<file path="src/rtl/axi_read_arbiter.sv">
// Two-port AXI4 read arbiter: one outstanding burst, AR beat forwarded, R burst steered to winner.
// Define AXI_READ_ARB_RR_EN for round-robin tie-break; otherwise port 0 wins ties.
module axi_read_arbiter #(
    parameter int unsigned AXI_ADDR_W = 32,
    parameter int unsigned AXI_DATA_W = 32,
    parameter int unsigned AXI_LEN_W  = 8,
    parameter int unsigned AXI_ID_W   = 1,
    parameter int unsigned AXI_ID     = 0
) (
    input  logic                  clk,
    input  logic                  reset,
    // Requester 0 (instruction-cache refill)
    input  logic                  s0_arvalid,
    output logic                  s0_arready,
    input  logic [AXI_ADDR_W-1:0] s0_araddr,
    input  logic [AXI_LEN_W-1:0]  s0_arlen,
    input  logic [2:0]            s0_arsize,
    input  logic [1:0]            s0_arburst,
    output logic                  s0_rvalid,
    input  logic                  s0_rready,
    output logic [AXI_DATA_W-1:0] s0_rdata,
    output logic [1:0]            s0_rresp,
    output logic                  s0_rlast,
    // Requester 1 (data-cache refill)
    input  logic                  s1_arvalid,
    output logic                  s1_arready,
    input  logic [AXI_ADDR_W-1:0] s1_araddr,
    input  logic [AXI_LEN_W-1:0]  s1_arlen,
    input  logic [2:0]            s1_arsize,
    input  logic [1:0]            s1_arburst,
    output logic                  s1_rvalid,
    input  logic                  s1_rready,
    output logic [AXI_DATA_W-1:0] s1_rdata,
    output logic [1:0]            s1_rresp,
    output logic                  s1_rlast,
    // Shared AXI4 read master
    output logic                  m_axi_arvalid,
    input  logic                  m_axi_arready,
    output logic [AXI_ADDR_W-1:0] m_axi_araddr,
    output logic [AXI_LEN_W-1:0]  m_axi_arlen,
    output logic [2:0]            m_axi_arsize,
    output logic [1:0]            m_axi_arburst,
    output logic [AXI_ID_W-1:0]   m_axi_arid,
    output logic                  m_axi_arlock,
    output logic [3:0]            m_axi_arcache,
    output logic [2:0]            m_axi_arprot,
    input  logic                  m_axi_rvalid,
    output logic                  m_axi_rready,
    input  logic [AXI_DATA_W-1:0] m_axi_rdata,
    input  logic [1:0]            m_axi_rresp,
    input  logic                  m_axi_rlast
);

    typedef enum logic [1:0] {StIdle, StAddr, StData} state_e;

    state_e state_q, state_d;
    logic   grant_q, grant_d;
`ifdef AXI_READ_ARB_RR_EN
    logic   last_grant_q, last_grant_d;
`endif

    always_ff @(posedge clk or posedge reset) begin
        if (reset) begin
            state_q      <= StIdle;
            grant_q      <= 1'b0;
`ifdef AXI_READ_ARB_RR_EN
            last_grant_q <= 1'b1;
`endif
        end else begin
            state_q      <= state_d;
            grant_q      <= grant_d;
`ifdef AXI_READ_ARB_RR_EN
            last_grant_q <= last_grant_d;
`endif
        end
    end

    always_comb begin
        state_d       = state_q;
        grant_d       = grant_q;
`ifdef AXI_READ_ARB_RR_EN
        last_grant_d  = last_grant_q;
`endif
        m_axi_arvalid = 1'b0;
        m_axi_rready  = 1'b0;
        s0_arready    = 1'b0;
        s1_arready    = 1'b0;
        s0_rvalid     = 1'b0;
        s1_rvalid     = 1'b0;
        case (state_q)
            StIdle: begin
                if (s0_arvalid || s1_arvalid) begin
                    state_d = StAddr;
`ifdef AXI_READ_ARB_RR_EN
                    if (s0_arvalid && s1_arvalid) begin
                        grant_d = ~last_grant_q;
                    end else begin
                        grant_d = s1_arvalid;
                    end
                    last_grant_d = grant_d;
`else
                    grant_d = ~s0_arvalid;
`endif
                end
            end
            StAddr: begin
                m_axi_arvalid = 1'b1;
                s0_arready    = ~grant_q & m_axi_arready;
                s1_arready    = grant_q & m_axi_arready;
                if (m_axi_arready) begin
                    state_d = StData;
                end
            end
            StData: begin
                // Beats outside DATA are stalled; here the winner alone sees and accepts them.
                s0_rvalid    = ~grant_q & m_axi_rvalid;
                s1_rvalid    = grant_q & m_axi_rvalid;
                m_axi_rready = grant_q ? s1_rready : s0_rready;
                if (m_axi_rvalid && m_axi_rready && m_axi_rlast) begin
                    state_d = StIdle;
                end
            end
            default: state_d = StIdle;
        endcase
    end

    assign m_axi_araddr  = grant_q ? s1_araddr  : s0_araddr;
    assign m_axi_arlen   = grant_q ? s1_arlen   : s0_arlen;
    assign m_axi_arsize  = grant_q ? s1_arsize  : s0_arsize;
    assign m_axi_arburst = grant_q ? s1_arburst : s0_arburst;
    assign m_axi_arid    = AXI_ID_W'(AXI_ID);
    assign m_axi_arlock  = 1'b0;
    assign m_axi_arcache = 4'b0011;
    assign m_axi_arprot  = 3'b000;

    assign s0_rdata = m_axi_rdata;
    assign s0_rresp = m_axi_rresp;
    assign s0_rlast = m_axi_rlast;
    assign s1_rdata = m_axi_rdata;
    assign s1_rresp = m_axi_rresp;
    assign s1_rlast = m_axi_rlast;

endmodule
</file>
<file path="config.mk">
export PLATFORM = sky130hd
export DESIGN_NAME = axi_read_arbiter
export DESIGN_NICKNAME = d
export VERILOG_FILES = /design/src/rtl/axi_read_arbiter.sv
export SDC_FILE = /design/constraint.sdc
export NUM_CORES = 1
export LEC_CHECK = 0
export CAP_MARGIN = 20
export CORE_AREA = 2 2 103 105
export DETAILED_ROUTE_END_ITERATION = 8
export DIE_AREA = 0 0 105 107
export PLACE_DENSITY = 0.65
export SKIP_CTS_REPAIR_TIMING = 1
export SLEW_MARGIN = 20
export SYNTH_ARGS = -nofsm -noshare
export SYNTH_HDL_FRONTEND = slang
export SYNTH_SLANG_ARGS = --single-unit
</file>
<file path="constraint.sdc">
create_clock -name clk -period 2.32 [get_ports clk]
set_input_delay 0.348 -clock clk [delete_from_list [all_inputs] [get_ports clk]]
set_output_delay 0.348 -clock clk [all_outputs]
set_load 0.03 [all_outputs]
</file>
# --- Word-level counts from Yosys, hierarchy flattened ---
# Index checks and enable logic that the tools add are counted.
totals:
  regBits: 3
  latchBits: 0
  ram_bits: 0
  romBits: 0
  in_bits: 133
  output_inout_bits: 130
  wordCells: 34
  memories: 0
op_classes:
  n_addsub: 0
  mul: 0
  div_mod_pow: 0
  n_lt_le_gt_ge: 0
  eq_ne: 5
  shifts: 0
  mux: 15
  n_bitwise: 6
  n_reduce_logical: 6
op_table:
  columns: ["operator", "n"]
  rows:
  - ["$mux 32", 1]
  - ["$mux 2", 4]
  - ["$mux 8", 1]
  - ["$mux 1", 7]
  - ["$ne 2x2->1 const B", 3]
  - ["$pmux 2 s3", 1]
  - ["$and 1x1->1", 4]
  - ["$mux 3", 1]
  - ["$reduce_and 3->1", 1]
  - ["$eq 2x1->1 const B", 1]
  - ["$eq 2x2->1 const B", 1]
  - ["$logic_and 1x1->1", 2]
  - ["$logic_not 2->1", 1]
  - ["$not 1->1", 2]
  - ["$reduce_and 2->1", 1]
  - ["$logic_or 1x1->1", 1]

# --- Depth between registers and ports, before layout ---
depth:
  ltp_word: 5
  depth_mapped: 4
  mapped_depth_nobuf: 3

# --- Worst setup path before layout ---
# Ideal clock, no wire load.
synth_timing:
  kind: "reg-to-output"
  start: "register grant_q"
  end: "output port s0_rvalid"
  arrival_time_ns: 1.375
  t_required_ns: 1.972
  setup_slack_ns: 0.597
  stages_incl_launch_ff: 4
  cell_sequence: "dfrtp_1 buf_6 buf_6 nor3b_1"
synth_between:
  elab_chain_cells: 3
synth_lines:
  columns: ["element", "line", "source"]
  rows:
  - ["start, declared", "57", "logic grant_q, grant_d;"]
  - ["start signal, assigned", "71", "grant_q <= grant_d;"]
  - ["$not 1->1", "116", "s0_rvalid = ~grant_q & m_axi_rvalid;"]
  - ["$and 1x1->1", "116", null]
  - ["$mux 1", "90", "case (state_q)"]
  - ["end, declared", "19", "output logic s0_rvalid,"]
# Every way passes these cells.

# --- Final worst setup path ---
layout_timing:
  start: "register grant_q"
  end: "output port m_axi_rready"
layout_between:
  elab_chain_cells: 2
layout_lines:
  columns: ["element", "line", "source"]
  rows:
  - ["$mux 1", "118", "m_axi_rready = grant_q ? s1_rready : s0_rready;"]
  - ["$mux 1", "90", null]
  - ["end, declared", "48", "output logic m_axi_rready,"]
# Every way passes these cells.

==> flow_metrics.py <==
metrics = {
    "power": {
        "p_comb_frac": 0.888,
        "power_frac_seq": 0.051,
        "switching_share": 0.456,
        "p_leak_nw": 1.12,
        "clock_power_share": 0.061,
        "p_int_w": 0.00134,
        "peakVddDrop_mv": 0.386,
        "powerDensity_mw_per_mm2": 922,
        "switchingPower_w": 0.00112,
    },
    "routing": {
        "drt_iter0_drc": 28,
        "num_vias": 1273,
        "wire_per_inst_um": 14.0,
        "drc": 0,
        "viasPerCell": 3.43,
        "routed_wl_um": 5210,
        "first_pass_iters": 4,
        "ant_nets": 0,
    },
    "worst_hold_path": {
        "hold_path.class": "in2async",
    },
    "floorplanning": {
        "rows": 37,
        "die_w_um": 105,
        "coreArea_mm2": 0.0101,
        "die_h_um": 107,
        "start_util": 0.154,
        "die_area_mm2": 0.0112,
        "io_pins": 263,
    },
    "critical_path": {
        "worstSetupPathType": "reg2out",
        "cp-start-kind": "flop",
        "worstPathMaxFanout": 32,
        "worst-r2r-setup-slack_ns": 1.03,
        "worstPathRequired_ns": 1.97,
        "cp-end-kind": "output port",
        "arrival_ns": 1.85,
    },
    "timing": {
        "clock_skew_ns": 0.000497,
        "setup_tns_ns": 0,
        "hold_viol_final": 0,
        "finalMaxSlewViolations": 0,
        "period_needed_ns": 2.20,
        "fmax_mhz": 455,
        "setup_viol": 0,
        "rsz0062_at_grt": "no",
        "period_share": 0.947,
    },
    "cts": {
        "cts_max_level": 1,
        "cts_root_buffer": "clkbuf_8",
        "cts_tree": "built",
        "cts_buffers": 3,
        "clk_latency_ns": 0.21,
        "cts.reportedPaths.clkPinSlew_ns": 0.03,
        "clockBufferDepth": 2,
        "cts.sinks": 3,
    },
    "cells_and_area": {
        "nNetsFinal": 369,
        "nFillCells": 1097,
        "seqCellArea_um2": 76.3,
        "drive_gt1_frac": 0.234,
        "finalNonFillerCells": 371,
        "insertedDiodeCount": 0,
        "multi_input_area_um2": 807,
        "syn_to_final_growth_pct": 71.1,
    },
    "synthesis": {
        "synth_top_family_by_area": "buffers and inverters",
        "muxShareOfSynthArea": 0.441,
        "syn_area_per_cell_um2": 10.2,
        "synth_compound_area_frac": 0.0145,
        "ys_seq_elements": 3,
        "synthCells": 153,
        "seq_area_frac_synth": 0.0483,
        "synth-warning-count": 0,
        "synthAdderAreaFrac": 0,
        "syn_area_mm2": 0.00156,
        "synth_cell_type_count": 19,
        "synthXorXnorAreaFrac": 0,
        "synthSimpleGateAreaFrac": 0.0418,
    },
    "placement": {
        "gp_congestion": 0.688,
        "dp_cells": 367,
        "io_buffers": 151,
        "hpwlAfterDp_um": 4680,
    },
    "global_routing": {
        "grt_pass1_vias": 1359,
        "antenna_found_initial": 0,
        "grt_max_degree": 33,
        "grt_overflow": 0,
        "grt_pass1_wl_um": 7400,
        "grt_usage": 0.0848,
    },
    "flow_run": {
        "drv_cap": 0,
    },
    "run_status": {
        "status": "complete, no violations",
    },
}
per-layer routing:
layer,vias up,track usage,part of all wire,wire length [µm]
met2,103,0.153,0.49,2570
met5,-,0,0,0
met4,0,0.0486,0.035,180
met3,24,0.0340,0.13,697
li1,581,-,-,-
met1,565,0.0823,0.34,1760
stage by stage:
stage	power, W	util	worst slack (ns)	hold WS, ns	cell area [µm²]
2_1_floorplan	0.00188	-	0.597	0.102	1580
3_3_place_gp	0.00232	0.259	0.182	0.557	2620
3_5_place_dp	0.00234	0.259	0.208	0.553	2620
4_1_cts	0.00249	0.264	0.0825	0.331	2660
5_1_grt	0.00258	0.264	0.00858	0.340	2660
6_report	0.00246	0.264	0.123	0.318	2660
worst paths after layout:
kind | from | to | cells after the start
max | grant_q$_DFFE_PP0P_ | m_axi_rready | 4
min | reset | state_q[0]$_DFFE_PP0P_ | 2
min reg2reg | state_q[1]$_DFFE_PP0P_ | state_q[0]$_DFFE_PP0P_ | 1
max reg2reg | grant_q$_DFFE_PP0P_ | state_q[1]$_DFFE_PP0P_ | 4
min in group clk | state_q[1]$_DFFE_PP0P_ | state_q[0]$_DFFE_PP0P_ | 1
max in group asynchronous | reset | grant_q$_DFFE_PP0P_ | 2
worst max-delay path, stage by stage (launching register included):
cell	delay (ns)
dfrtp_2	0.41
buf_12	0.25
mux2i_1	0.28
nor2_1	0.06
clkdlybuf4s50_1	0.59
cells by family (layout without fill, tap and decap cells):
logic type,count (synthesis),after routing
compound gates,4,4
simple gates,12,12
mux,46,46
flops,3,3
buf+inv,86,161
other cells,2,9
flip-flops by register name (all words and copies together), names as in the netlist:
signal   cells
state_q      2
grant_q      1
power groups by stage:
stage          sequential, W  combinational [W]  clock (W)
3_3_place_gp        0.000130            0.00219          0
4_1_cts             0.000132            0.00221   0.000153
6_report            0.000126            0.00218   0.000149
2_1_floorplan      0.0000968            0.00178          0
5_1_grt             0.000135            0.00228   0.000162
3_5_place_dp        0.000133            0.00220          0
layout by cell type (no fill, tap or decap), types with 2 or more instances in the layout:
cell type        count
clkbuf_8             3
conb_1               9
mux2_4              45
dfrtp_1              2
nor2_1               4
buf_4                5
a21oi_1              2
nand2_1              2
clkdlybuf4s50_1    150
Yosys cell counts:
cell type	n	area [µm²]
nor3_1	1	5.00
dfrtp_1	3	75.1
mux2_4	45	676
buf_12	4	80.1
a211oi_1	1	7.51
and4b_1	1	10.0
inv_1	1	3.75
nand2_1	2	7.51
and3_1	1	6.26
and2b_1	1	7.51
o21ai_1	1	5.00
a21oi_1	2	10.0
nor2_1	4	15.0
nor3b_1	1	7.51
nand2b_1	1	6.26
mux2i_1	1	10.0
conb_1	2	7.51
buf_6	2	22.5
buf_4	79	593
cell type report:
| cell class | count | area share |
|---|---|---|
| Clock buffer | 4 | 0.0169 |
| Inverter | 1 | 0.00141 |
| Multi-Input combinational cell | 71 | 0.303 |
| Sequential cell | 3 | 0.0287 |
| Tap cell | 136 | 0.0639 |
| Timing Repair Buffer | 156 | 0.586 |
Note: power is estimated with default switching activity, not from simulation.
